**config.mk**
```make
export PLATFORM = sky130hd
export DESIGN_NAME = cm_uart_rx
export DESIGN_NICKNAME = d
export VERILOG_FILES = /design/src/rtl/cm_pkg.sv /design/src/rtl/cm_sync_maj.sv /design/src/rtl/cm_uart_rx.sv
export SDC_FILE = /design/constraint.sdc
export NUM_CORES = 1
export LEC_CHECK = 0
export ABC_CLOCK_PERIOD_IN_PS = 2350
export BUFFER_PORTS_ARGS = -buffer_cell sky130_fd_sc_hd__buf_2
export CAP_MARGIN = 5
export CORE_ASPECT_RATIO = 1.2
export CORE_MARGIN = 10
export CORE_UTILIZATION = 57
export DETAILED_ROUTE_END_ITERATION = 7
export PLACE_DENSITY = 0.77
export SKIP_LAST_GASP = 1
export SYNTH_ARGS = -nofsm -noshare
export SYNTH_HDL_FRONTEND = slang
export SYNTH_HIERARCHICAL = 1
export SYNTH_SLANG_ARGS = --single-unit
export TNS_END_PERCENT = 100
```
**constraint.sdc**
```tcl
create_clock -name clk -period 2.35 [get_ports clk]
set_input_delay 0.1175 -clock clk [delete_from_list [all_inputs] [get_ports clk]]
set_output_delay 0.1175 -clock clk [all_outputs]
set_load 0.02 [all_outputs]
```
**src/rtl/cm_pkg.sv**
```systemverilog
// Shared definitions for the tt_um_cm_1 serial front end: receiver states,
// character geometry and the 3-sample majority vote.
package cm_pkg;

   localparam int UART_DATA_BITS       = 8;
   localparam int DEFAULT_CLKS_PER_BIT = 87;

   typedef enum logic [2:0] {
      IDLE    = 3'd0,
      START   = 3'd1,
      DATA    = 3'd2,
      STOP    = 3'd3,
      WAIT_HI = 3'd4
   } state_e;

   function automatic logic maj3(input logic [2:0] s);
      return (s[0] & s[1]) | (s[0] & s[2]) | (s[1] & s[2]);
   endfunction

endpackage

```
**src/rtl/cm_sync_maj.sv**
```systemverilog
// Two-flop synchroniser for an asynchronous input pin followed by a
// 3-sample majority filter; everything resets to the idle-high level.
module cm_sync_maj
   import cm_pkg::*;
(
   input  logic clk,
   input  logic rst,
   input  logic rx_i,
   output logic rx_s,
   output logic maj
);

   logic       meta_r;
   logic       sync_r;
   logic [2:0] hist_r;

   // Synchroniser stages and the history of synchronised samples.
   always_ff @(posedge clk) begin
      if (rst) begin
         meta_r <= 1'b1;
         sync_r <= 1'b1;
         hist_r <= 3'b111;
      end else begin
         meta_r <= rx_i;
         sync_r <= meta_r;
         hist_r <= {hist_r[1:0], sync_r};
      end
   end

   assign rx_s = sync_r;
   assign maj  = maj3(hist_r);

endmodule

```
**src/rtl/cm_uart_rx.sv**
```systemverilog
// 8N1 UART receiver: deframes the filtered line and hands each byte to the
// core over valid/ready, flagging framing errors and overruns.
module cm_uart_rx
   import cm_pkg::*;
#(
   parameter int CLKS_PER_BIT = DEFAULT_CLKS_PER_BIT,
   parameter int CNT_W        = $clog2(CLKS_PER_BIT)
) (
   input  logic       clk,
   input  logic       rst,
   input  logic       rx_i,
   output logic [7:0] data_o,
   output logic       valid_o,
   input  logic       ready_i,
   output logic       frame_err_o,
   output logic       overrun_o,
   input  logic       ovr_clr_i,
   output logic       busy_o
);

   localparam int               IDX_W    = $clog2(UART_DATA_BITS);
   localparam logic [CNT_W-1:0] CNT_ZERO = {CNT_W{1'b0}};
   localparam logic [CNT_W-1:0] CNT_ONE  = CNT_W'(1);
   localparam logic [CNT_W-1:0] CNT_LAST = CNT_W'(CLKS_PER_BIT - 1);
   localparam logic [CNT_W-1:0] CNT_HALF = CNT_W'(CLKS_PER_BIT / 2 - 1);
   localparam logic [IDX_W-1:0] IDX_ZERO = {IDX_W{1'b0}};
   localparam logic [IDX_W-1:0] IDX_ONE  = IDX_W'(1);
   localparam logic [IDX_W-1:0] IDX_LAST = IDX_W'(UART_DATA_BITS - 1);

   logic                      rx_s;
   logic                      maj;

   state_e                    state_r, state_n;
   logic [CNT_W-1:0]          cnt_r, cnt_n;
   logic [IDX_W-1:0]          idx_r, idx_n;
   logic [UART_DATA_BITS-1:0] shift_r, shift_n;
   logic                      deliver_s;
   logic                      ferr_s;
   logic                      ovr_set_s;

   logic [7:0]                data_r, data_n;
   logic                      valid_r, valid_n;
   logic                      ferr_r;
   logic                      ovr_r, ovr_n;
   logic                      busy_r;

   cm_sync_maj u_sync (
      .clk  (clk),
      .rst  (rst),
      .rx_i (rx_i),
      .rx_s (rx_s),
      .maj  (maj)
   );

   // Framing FSM: start qualification, mid-bit data sampling, stop check.
   always_comb begin
      state_n   = state_r;
      cnt_n     = cnt_r;
      idx_n     = idx_r;
      shift_n   = shift_r;
      deliver_s = 1'b0;
      ferr_s    = 1'b0;
      case (state_r)
         IDLE: begin
            if (!rx_s) begin
               state_n = START;
               cnt_n   = CNT_ZERO;
            end else begin
               state_n = IDLE;
            end
         end
         START: begin
            if (cnt_r == CNT_HALF) begin
               cnt_n = CNT_ZERO;
               idx_n = IDX_ZERO;
               if (maj) begin
                  state_n = IDLE;
               end else begin
                  state_n = DATA;
               end
            end else begin
               cnt_n = cnt_r + CNT_ONE;
            end
         end
         DATA: begin
            if (cnt_r == CNT_LAST) begin
               cnt_n   = CNT_ZERO;
               shift_n = {maj, shift_r[UART_DATA_BITS-1:1]};
               if (idx_r == IDX_LAST) begin
                  state_n = STOP;
               end else begin
                  idx_n = idx_r + IDX_ONE;
               end
            end else begin
               cnt_n = cnt_r + CNT_ONE;
            end
         end
         STOP: begin
            if (cnt_r == CNT_LAST) begin
               cnt_n = CNT_ZERO;
               if (maj) begin
                  deliver_s = 1'b1;
                  state_n   = IDLE;
               end else begin
                  ferr_s  = 1'b1;
                  state_n = WAIT_HI;
               end
            end else begin
               cnt_n = cnt_r + CNT_ONE;
            end
         end
         WAIT_HI: begin
            // A held break yields one error: wait here until the line recovers.
            if (rx_s) begin
               state_n = IDLE;
            end else begin
               state_n = WAIT_HI;
            end
         end
         default: begin
            state_n = IDLE;
            cnt_n   = CNT_ZERO;
         end
      endcase
   end

   // Output register update: handshake, delivery and overrun bookkeeping.
   always_comb begin
      data_n    = data_r;
      valid_n   = valid_r;
      ovr_set_s = 1'b0;
      if (valid_r && ready_i) begin
         valid_n = 1'b0;
      end else begin
         valid_n = valid_r;
      end
      if (deliver_s) begin
         if (!valid_r || ready_i) begin
            data_n  = shift_r;
            valid_n = 1'b1;
         end else begin
            ovr_set_s = 1'b1;
         end
      end else begin
         data_n = data_r;
      end
      ovr_n = (ovr_r & ~ovr_clr_i) | ovr_set_s;
   end

   // State, datapath and output registers.
   always_ff @(posedge clk) begin
      if (rst) begin
         state_r <= IDLE;
         cnt_r   <= CNT_ZERO;
         idx_r   <= IDX_ZERO;
         shift_r <= {UART_DATA_BITS{1'b0}};
         data_r  <= 8'h00;
         valid_r <= 1'b0;
         ferr_r  <= 1'b0;
         ovr_r   <= 1'b0;
         busy_r  <= 1'b0;
      end else begin
         state_r <= state_n;
         cnt_r   <= cnt_n;
         idx_r   <= idx_n;
         shift_r <= shift_n;
         data_r  <= data_n;
         valid_r <= valid_n;
         ferr_r  <= ferr_s;
         ovr_r   <= ovr_n;
         busy_r  <= (state_n != IDLE);
      end
   end

   assign data_o      = data_r;
   assign valid_o     = valid_r;
   assign frame_err_o = ferr_r;
   assign overrun_o   = ovr_r;
   assign busy_o      = busy_r;

endmodule

```
==> out/qor.yml, run 1 <==
worst_setup_path:
  crit_path_end: "cnt_r[3]$_SDFFE_PP0P_"
  crit-reg2reg-capture: "cnt_r[3]$_SDFFE_PP0P_"
  critPathMaxFanout: 7
  start_kind: "flip-flop"
  critical_path_class: "reg2reg"
  cp-startpoint: "cnt_r[0]$_SDFFE_PP0P_"
  worst_setup_path_end_kind: "flip-flop"
  reg2reg_depth: 6
  regToRegSetupSlack_ns: 0.40
  required_ns: 2.62
  timing.rr.start: "cnt_r[0]$_SDFFE_PP0P_"
  crit_arrival_ns: 2.22
pwr:
  power_uw: 1180
  vdd_drop_max_mv: 0.469
  power_density_nw_per_um2: 612
  leakagePower_uw: 0.000723
route:
  firstDrtPassIters: 4
  drc_errors: 0
  drt-initial-drc-count: 90
  wirelength_um: 3450
  vias: 1446
  viasPerCell: 5.93
  final_antenna_net_count: 0
  avgRoutedWirePerCell_um: 14.2
cells_and_area:
  final_cell_mix: "dfxtp_1, a21oi_1, buf_2"
  final_util_pct: 64.1
  final_area_um2: 1920
  fin_nets: 217
  layout_commonest_cell: "dfxtp_1"
  syn2layout_area_growth_pct: 9.39
  stdcell_count: 244
  drive_gt1_share_pct: 17.3
  n_antenna_cell: 0
floorplanning:
  die_y_um: 80.8
  row_count: 22
  initial_utilization_pct: 58.6
  fp.dieW_um: 70.7
  pin_count: 17
  die_area_um2: 5710
  coreArea_um2: 3000
worst_hold_path:
  holdCritStartpoint: "ovr_clr_i"
  hold_path.class: "in2reg"
cts:
  postCtsSetupRepairBufs: 0
  clkLatencyLatePin_ns: 0.33
  cts-resized-gates: 0
  clk_pin_slew_ns: 0.11
  cts.sinks: 38
  holdBufCountCts: 1
  h-tree-depth: 2
  clock-root-buffer: "clkbuf_4"
  tritoncts: "yes"
  cts_buffer_depth: 2
  cts_buffers: 5
synthesis:
  synth_ff_type: "dfxtp_1"
  syn_avg_cell_area_um2: 9.02
  synthArstFlopShare_pct: 0
  synth_cell_types: 44
  ys_seq_area_share_pct: 43.3
  ys_ff_latch: 38
  syn_nets: 204
  synthCells: 195
  synth-edff-count: 0
  synth_area_leaders: "dfxtp_1, a21oi_1, mux2i_1"
  synth.top_cell.area_share_pct: 43.3
  synth.largest_area_cell: "dfxtp_1"
  yosysWarnings: 6
  netlist_area_um2: 1760
sta:
  worstMarginPinSlew_ns: 0.619
  relSlewSlack_pct: 58.7
  fmax_mhz: 514
  layout_min_cycle_time_ns: 1.95
  hold_viol_final: 0
  setup_viol: 0
  period_share_pct: 82.8
  skew_ns: 0.0110
  setup-tns-final_ns: 0
  slew_violations: 0
  rsz0062_at_grt: "false"
global_routing:
  overflow: 0
  track_usage_pct: 12.4
  grt_pass1_vias: 1409
  grt_pass1_wl_um: 5980
  antenna_found_initial: 0
  grt_start_max_net_pins: 37
place:
  dp_hpwl_um: 2520
  io_buffers: 16
  post-place-cells: 236
  place_area_um2: 1830
  place.gp.congestion: 0.923
run:
  cap_violations: 0
status:
  status: "completed"
stage by stage:
step / setup slack (ns) / hold WS (ns)
2_1_floorplan: 0.654 / 0.215
3_3_place_gp: 0.524 / 0.296
3_5_place_dp: 0.452 / 0.299
4_1_cts: 0.424 / 0.0726
5_1_grt: 0.240 / 0.115
6_report: 0.404 / 0.0826
cells by family (layout without fill, tap and decap cells):
logic type / after synthesis / count (layout) / share of synthesized area (%)
and+or+nand+nor: 76 / 76 / 26.1
AOI/OAI and AO/OA: 51 / 51 / 18.0
DFF: 38 / 38 / 43.3
buffers and inverters: 17 / 30 / 4.63
muxes: 8 / 8 / 4.56
adders and majority gates: 5 / 5 / 3.49
state kept, by name, indices dropped and copies added (netlist names):
signal         cells
u_sync/meta_r      1
valid_o            1
data_o             8
u_sync/hist_r      3
state_r            3
shift_r            8
frame_err_o        1
idx_r              3
cnt_r              7
u_sync/rx_s        1
overrun_o          1
busy_o             1
cell type report:
class / count / area (um2)
multi-input cells: 140 / 916
inverters: 4 / 15.0
repair buffers: 19 / 105
clock inverters: 1 / 30.0
well taps: 36 / 45.0
fillers: 263 / 1080
flip-flops and latches: 38 / 761
clock buffers: 6 / 51.3
metal layers:
layer  part of all wire, %  global-route usage, %
met4                   3.1                   8.14
met5                     0                      0
met1                    44                   13.2
met2                    50                   21.5
met3                   3.5                   3.29
how the worst min path moves through the flow:
stage	to	slack, ns	cells past startpoint
global placement	u_sync/meta_r$_SDFF_PP1_	0.30	2
finish	overrun_o$_SDFF_PP0_	0.08	4
floorplan	u_sync/hist_r[0]$_SDFF_PP1_	0.21	1
detailed placement	u_sync/meta_r$_SDFF_PP1_	0.30	2
CTS	overrun_o$_SDFF_PP0_	0.07	4
global route	overrun_o$_SDFF_PP0_	0.12	4
synth_stat cells (3+ instances only):
cell	number
a211oi_1	3
a21oi_1	21
and2_1	3
buf_2	3
clkbuf_1	6
dfxtp_1	38
ha_1	4
inv_1	4
mux2i_1	8
nand2_1	11
nand2b_1	6
nand3_1	14
nor2_1	13
nor2b_1	5
nor3_1	3
o21a_1	3
o21ai_0	5
o21ai_1	8
o22ai_1	5
or2_1	4
critical path, cell delays in order (launching register included):
cell       delay, ns
dfxtp_1         0.39
inv_1           0.07
ha_1            0.28
and4bb_4        0.26
a2111oi_4       0.56
o22ai_1         0.18
a21oi_1         0.15
where the power goes:
group	internal [uW]	switching, uW
registers	654	9.98
clock network	248	201
logic	22.3	43.5
No activity file was read; power rests on OpenSTA's default activity.
==> run 2, diff against run 1 <==
--- a/config.mk
+++ b/config.mk
@@ -5,14 +5,15 @@
 export SDC_FILE = /design/constraint.sdc
 export NUM_CORES = 1
 export LEC_CHECK = 0
-export ABC_CLOCK_PERIOD_IN_PS = 2350
+export ABC_AREA = 1
+export ABC_CLOCK_PERIOD_IN_PS = 1850
 export BUFFER_PORTS_ARGS = -buffer_cell sky130_fd_sc_hd__buf_2
 export CAP_MARGIN = 5
 export CORE_ASPECT_RATIO = 1.2
 export CORE_MARGIN = 10
-export CORE_UTILIZATION = 57
+export CORE_UTILIZATION = 58
 export DETAILED_ROUTE_END_ITERATION = 7
-export PLACE_DENSITY = 0.77
+export PLACE_DENSITY = 0.78
 export SKIP_LAST_GASP = 1
 export SYNTH_ARGS = -nofsm -noshare
 export SYNTH_HDL_FRONTEND = slang
==> constraint.sdc (replaced) <==
create_clock -name clk -period 1.85 [get_ports clk]
set_input_delay 0.0925 -clock clk [delete_from_list [all_inputs] [get_ports clk]]
set_output_delay 0.0925 -clock clk [all_outputs]
set_load 0.02 [all_outputs]
==> run 2 against run 1 <==
Clock power shrank 0.9%. Critical path depth grew 3. Core utilization grew 0.49 points. Setup slack lost 0.17 ns. Non-clock buffer count shrank 1. Worst hold slack lost 0.077 ns. Maximum frequency grew 21%. Clock-buffer cell count grew 1. Die area grew 0.38%. Critical endpoint is now cnt_r[4]$_SDFFE_PP0P_. Largest cell class unchanged.
==> out/qor.yml, run 2 <==
cells_and_area:
  drive_gt1_share_pct: 13.2  # -4.1 points
  layout_commonest_cell: "nand2_1"
  final_util_pct: 64.6  # +0.49 points
  syn2layout_area_growth_pct: 8.77
  final_cell_mix: "nand2_1, nor2_1, inv_1, dfxtp_1, nand3_1"
  fin_nets: 288  # +33%
  n_antenna_cell: 0  # unchanged
sta:
  slew_violations: 0  # unchanged
  setup-tns-final_ns: 0  # unchanged
  layout_min_cycle_time_ns: 1.61  # -0.332 ns
  setup_viol: 0  # unchanged
  rsz0062_at_grt: "false"
  period_share_pct: 87.3  # +4.4 points
  worstMarginPinSlew_ns: 0.307  # -0.312 ns
  relSlewSlack_pct: 79.5  # +21 points
  fmax_mhz: 619  # +21%
  hold_viol_final: 0  # unchanged
  skew_ns: 0.00807  # -0.00290 ns
synthesis:
  synth-edff-count: 0  # unchanged
  synth.largest_area_cell: "dfxtp_1"
  yosysWarnings: 6  # unchanged
  synth.top_cell.area_share_pct: 42.3  # -0.96 points
  synthArstFlopShare_pct: 0  # unchanged
  synth_ff_type: "dfxtp_1"
  synthCells: 258  # +32%
  netlist_area_um2: 1800  # +2.3%
  ys_ff_latch: 38  # unchanged
  syn_avg_cell_area_um2: 6.97  # -23%
  syn_nets: 267  # +31%
  ys_seq_area_share_pct: 42.3  # -0.96 points
  synth_cell_types: 23  # -48%
  synth_area_leaders: "dfxtp_1, nand2_1, nor2_1"
  post-synth-top-count-cell: "nand2_1"
  synth.top_cells.by_count: "nand2_1, nor2_1, dfxtp_1, inv_1, nand3_1"
route:
  vias: 1537  # +6.3%
  viasPerCell: 4.86  # -18%
  drc_errors: 0  # unchanged
  wirelength_um: 3410  # -1.2%
  final_antenna_net_count: 0  # unchanged
  drt-initial-drc-count: 160  # +78%
  avgRoutedWirePerCell_um: 10.8  # -24%
  firstDrtPassIters: 4  # unchanged
cts:
  postCtsSetupRepairBufs: 0  # unchanged
  cts_buffer_depth: 2  # unchanged
  h-tree-depth: 2  # unchanged
  tritoncts: "yes"
  clkLatencyLatePin_ns: 0.34  # about the same
  cts-resized-gates: 0  # unchanged
  clk_pin_slew_ns: 0.11  # about the same
  cts_buffers: 5  # unchanged
  cts.sinks: 38  # unchanged
  clock-root-buffer: "clkbuf_4"
  holdBufCountCts: 1  # unchanged
pwr:
  leakagePower_uw: 0.000988  # +37%
  power_density_nw_per_um2: 689  # +12%
  p_int_uw: 1040  # +12%
  combPwrFrac_pct: 5.1  # -0.5 points
  p_seq_share_pct: 61.9  # +5.6 points
  vdd_drop_max_mv: 0.588  # +26%
  p_sw_uw: 312  # +22%
  sw_frac_of_total_pct: 23.1  # +1.5 points
  power.share.clock_pct: 33.0  # -5.1 points
floorplanning:
  die_area_um2: 5740  # +0.38%
  die_y_um: 81.0  # +0.19%
  coreArea_um2: 3030  # +0.92%
  pin_count: 17  # unchanged
  initial_utilization_pct: 59.4  # +0.79 points
  fp.dieW_um: 70.8  # +0.18%
  row_count: 22  # unchanged
status:
  status: "completed"
worst_setup_path:
  crit_arrival_ns: 1.89  # -0.33 ns
  start_kind: "flip-flop"
  required_ns: 2.13  # -0.49 ns
  critPathMaxFanout: 7  # unchanged
  path_common_cell: "nand2_1"
  slowest_delay_ns: 0.41  # -0.15 ns
  crit_slowest_cell: "dfxtp_1"
  critical_path_class: "reg2reg"
  worst_setup_path_end_kind: "flip-flop"
  cp_cell_sequence: "inv_1 -> ha_1 -> nand2_1 -> inv_1 -> nand3_4 -> nand2_1 -> nand2_1 -> o21ai_0 -> a21oi_1"
place:
  io_buffers: 16  # unchanged
  place.gp.congestion: 0.852  # -7.7%
  dp_hpwl_um: 2620  # +4.1%
run:
  cap_violations: 0  # unchanged
global_routing:
  grt_pass1_wl_um: 6130  # +2.7%
  track_usage_pct: 12.8  # +0.39 points
  grt_pass1_vias: 1446  # +2.6%
  antenna_found_initial: 0  # unchanged
  grt_start_max_net_pins: 21  # -43%
  overflow: 0  # unchanged
worst_hold_path:
  hold_path.class: "in2reg"
==> run 2: cell types whose count changed after synthesis, sizes merged, moves of 3 or more <==
cell,before,now
nand2,11,62
nand3,14,20
a21oi,21,9
and2,3,0
nand2b,6,0
inv,4,41
nor2,13,53
clkbuf,8,0
mux2i,8,0
a211oi,3,0
o22ai,5,0
nor3,5,1
nor2b,5,0
==> run 2: cells by family after synthesis <==
logic type,count (synthesis),share of synthesized area (%)
adders and majority gates,4,2.78
buffers and inverters,45,11.1
DFF,38,42.3
and+or+nand+nor,144,35.8
AOI/OAI and AO/OA,27,8.00
==> run 2: metrics by stage <==
stage	total power, uW	hold WS, ns	std cells	setup slack (ns)	area, um2
floorplan	901	0.162	258	0.502	1800
global placement	918	0.268	307	0.352	1890
detailed placement	919	0.272	307	0.289	1890
CTS	1360	0.000797	316	0.260	1960
global route	1400	0.00544	316	0.0581	1960
finish	1350	0.00579	316	0.236	1960
==> run 2: power groups by stage <==
stage | clock network (uW) | logic [uW] | registers [uW]
global route | 488 | 79.8 | 835
floorplan | 0 | 47.8 | 853
detailed placement | 0 | 66.7 | 853
CTS | 456 | 68.9 | 834
finish | 445 | 68.3 | 834
global placement | 0 | 65.8 | 852
==> run 2: worst paths after layout <==
check / from / end / slack (ns) / cells after the start
max: cnt_r[0]$_SDFFE_PP0P_ / cnt_r[4]$_SDFFE_PP0P_ / 0.24 / 9
min: ovr_clr_i / overrun_o$_SDFF_PP0_ / 0.006 / 4
max reg2reg: cnt_r[0]$_SDFFE_PP0P_ / cnt_r[4]$_SDFFE_PP0P_ / 0.24 / 9
min reg2reg: u_sync/meta_r$_SDFF_PP1_ / u_sync/rx_s$_SDFF_PP1_ / 0.41 / 1
==> run 2: critical path, delay by kind of cell, from the launching register on <==
family                     cells  cell delay [ns]
adders and majority gates      1             0.24
AOI/OAI and AO/OA              2             0.26
and+or+nand+nor                4             0.50
buffers and inverters          2             0.14
DFF                            1             0.41
==> run 2: final cells by class <==
cell class,instances,area (um2)
Clock buffer,7,55.1
Multi-Input combinational cell,175,838
Fill cell,282,1070
Tap cell,36,45.0
Clock inverter,1,5.00
Timing Repair Buffer,18,97.6
Inverter,41,154
Sequential cell,38,761
==> run 2: layer usage <==
metal | GRT usage, % | wire (um) | vias to the layer above
met3 | 4.88 | 154 | 7
met1 | 13.9 | 1550 | 679
met4 | 4.84 | 50 | 0
met2 | 22.4 | 1660 | 19
met5 | 0 | 0 | -
li1 | - | - | 832
==> run 3, diff against run 2 <==
--- a/config.mk
+++ b/config.mk
@@ -6,14 +6,14 @@
 export NUM_CORES = 1
 export LEC_CHECK = 0
 export ABC_AREA = 1
-export ABC_CLOCK_PERIOD_IN_PS = 1850
+export ABC_CLOCK_PERIOD_IN_PS = 2050
 export BUFFER_PORTS_ARGS = -buffer_cell sky130_fd_sc_hd__buf_2
-export CAP_MARGIN = 5
+export CAP_MARGIN = 25
 export CORE_ASPECT_RATIO = 1.2
 export CORE_MARGIN = 10
-export CORE_UTILIZATION = 58
+export CORE_UTILIZATION = 57
 export DETAILED_ROUTE_END_ITERATION = 7
-export PLACE_DENSITY = 0.78
+export PLACE_DENSITY = 0.77
 export SKIP_LAST_GASP = 1
 export SYNTH_ARGS = -nofsm -noshare
 export SYNTH_HDL_FRONTEND = slang
==> constraint.sdc (replaced) <==
create_clock -name clk -period 2.05 [get_ports clk]
set_input_delay 0.1025 -clock clk [delete_from_list [all_inputs] [get_ports clk]]
set_output_delay 0.1025 -clock clk [all_outputs]
set_load 0.02 [all_outputs]
==> run 3 against run 2 <==
Maximum frequency about the same. Worst hold slack better by 0.046 ns. Register-to-register slack better by 0.20 ns. Via count up 1.6%. Die area up 1.3%. Clock power up 50%. Sequential cell count unchanged. Non-clock buffer count up 1. First-iteration DRC count down 25%. Clock skew up 0.0042 ns.
==> out/qor.yml, run 3 (synthesis gave the netlist of run 2 again) <==
status:
  status: "completed"
cts:
  cts_buffer_depth: 2  # unchanged
  clkLatencyLatePin_ns: 0.35  # about the same
  h-tree-depth: 2  # unchanged
  tritoncts: "yes"
  cts-resized-gates: 0  # unchanged
  clk_pin_slew_ns: 0.12  # about the same
  clock-root-buffer: "clkbuf_4"
  cts.sinks: 38  # unchanged
  cts_buffers: 5  # unchanged
worst_setup_path:
  cp-startpoint: "cnt_r[0]$_SDFFE_PP0P_"
  cp_num_cells: 9  # unchanged
  required_ns: 2.34  # +0.21 ns
  crit_arrival_ns: 1.91  # +0.02 ns
  critical_path_class: "reg2reg"
  crit-reg2reg-capture: "cnt_r[4]$_SDFFE_PP0P_"
  start_kind: "flip-flop"
  path_buf_inv: 2  # unchanged
  reg2reg_depth: 9  # unchanged
  regToRegSetupSlack_ns: 0.44  # +0.20 ns
  critPathMaxFanout: 7  # unchanged
  crit_family: "simple AND/OR/NAND/NOR gates"
  crit_path_end: "cnt_r[4]$_SDFFE_PP0P_"
  worst_setup_path_end_kind: "flip-flop"
  cp_cell_sequence: "inv_1 -> ha_1 -> nand2_1 -> inv_1 -> nand3_4 -> nand2_1 -> nand2_1 -> o21ai_0 -> a21oi_1"
  crit_slowest_cell: "dfxtp_1"
  timing.rr.start: "cnt_r[0]$_SDFFE_PP0P_"
  path_common_cell: "nand2_1"
  slowest_delay_ns: 0.42  # about the same
run:
  cap_violations: 0  # unchanged
floorplanning:
  initial_utilization_pct: 58.8  # -0.53 points
  row_count: 22  # unchanged
  fp.dieW_um: 71.3  # +0.63%
  die_y_um: 81.5  # +0.66%
  die_area_um2: 5810  # +1.3%
  pin_count: 17  # unchanged
  coreArea_um2: 3060  # +0.91%
cells_and_area:
  drive_gt1_share_pct: 13.5  # +0.31 points
  final_cell_mix: "nand2_1, nor2_1, inv_1, dfxtp_1, nand3_1"
  fin_nets: 289  # +0.35%
  layout_commonest_cell: "nand2_1"
  n_antenna_cell: 0  # unchanged
  syn2layout_area_growth_pct: 12.2
route:
  wirelength_um: 3550  # +4.0%
  viasPerCell: 4.93  # +1.3%
  firstDrtPassIters: 4  # unchanged
  vias: 1562  # +1.6%
  drt-initial-drc-count: 120  # -25%
  final_antenna_net_count: 0  # unchanged
  avgRoutedWirePerCell_um: 11.2  # +3.6%
  drc_errors: 0  # unchanged
global_routing:
  grt_pass1_wl_um: 6350  # +3.5%
  grt_start_max_net_pins: 20  # -4.8%
  overflow: 0  # unchanged
  antenna_found_initial: 0  # unchanged
  track_usage_pct: 13.0  # +0.13 points
  grt_pass1_vias: 1500  # +3.7%
sta:
  worstMarginPinSlew_ns: 0.300  # -0.00660 ns
  fmax_mhz: 619  # about the same
  hold_viol_final: 0  # unchanged
  period_share_pct: 78.8  # -8.5 points
  slew_violations: 0  # unchanged
  skew_ns: 0.0122  # +0.00417 ns
  setup_viol: 0  # unchanged
  rsz0062_at_grt: "false"
  layout_setup_ws_ns: 0.435  # +0.200 ns
  setup-tns-final_ns: 0  # unchanged
  relSlewSlack_pct: 79.9  # +0.44 points
  layout_min_cycle_time_ns: 1.61  # +0.000241 ns
  hold_slack_ns: 0.0515  # +0.0457 ns
pwr:
  power_uw: 1480  # +10%
  leakagePower_uw: 0.00102  # +2.8%
  power_density_nw_per_um2: 736  # +6.9%
  vdd_drop_max_mv: 0.613  # +4.2%
place:
  pre_cts_ws_ns: 0.474  # +0.185 ns
  dp_hpwl_um: 2520  # -3.9%
  io_buffers: 16  # unchanged
  place.gp.congestion: 0.853  # +0.12%
worst_hold_path:
  holdCritStartpoint: "ready_i"
  hold_path.class: "in2reg"
run 3: worst min-delay path by stage:
stage	to	slack, ns	cells past startpoint
global placement	u_sync/meta_r$_SDFF_PP1_	0.29	2
detailed placement	u_sync/meta_r$_SDFF_PP1_	0.30	2
finish	overrun_o$_SDFF_PP0_	0.05	4
CTS	overrun_o$_SDFF_PP0_	0.05	4
global route	overrun_o$_SDFF_PP0_	0.04	4
floorplan	cnt_r[5]$_SDFFE_PP0P_	0.17	1
run 3: per-stage QoR:
stage | util, % | instance area [um2] | instances
after global placement | 61.7 | 1890 | 307
after floorplan | - | 1800 | 258
after detailed placement | 61.7 | 1890 | 307
after CTS | 66.0 | 2020 | 317
after global routing | 66.0 | 2020 | 317
final | 66.0 | 2020 | 317
run 3: final cells by class:
| cell class | count | area [um2] |
|---|---|---|
| fillers | 292 | 1040 |
| multi-input cells | 175 | 838 |
| flip-flops and latches | 38 | 761 |
| inverters | 41 | 154 |
| repair buffers | 19 | 108 |
| clock inverters | 2 | 60.1 |
| clock buffers | 6 | 51.3 |
| well taps | 36 | 45.0 |
run 3: power by group:
group | switching (uW) | leakage [uW] | internal (uW) | total (uW)
Clock | 255 | 0.0000585 | 413 | 668
Combinational | 41.2 | 0.000650 | 22.1 | 63.2
Sequential | 5.78 | 0.000307 | 747 | 753
run 3: what timing repair did:
item                                   CTS  global route
setup buffers                            0             0
hold buffers                             2             0
endpoints found under the hold margin    2             0
run 3: worst min-delay path, stage by stage:
cell	delay, ns
buf_2	0.08
nor2_1	0.05
nand2_1	0.07
a21oi_1	0.05
run 3: metal layers:
metal  global-route usage [%]  share of wire, %  up-vias
li1                         -                 -      838
met1                     14.5                45      694
met2                     23.5                50       22
met3                     3.62               3.2        8
met4                     3.68               1.4        0
met5                        0                 0        -
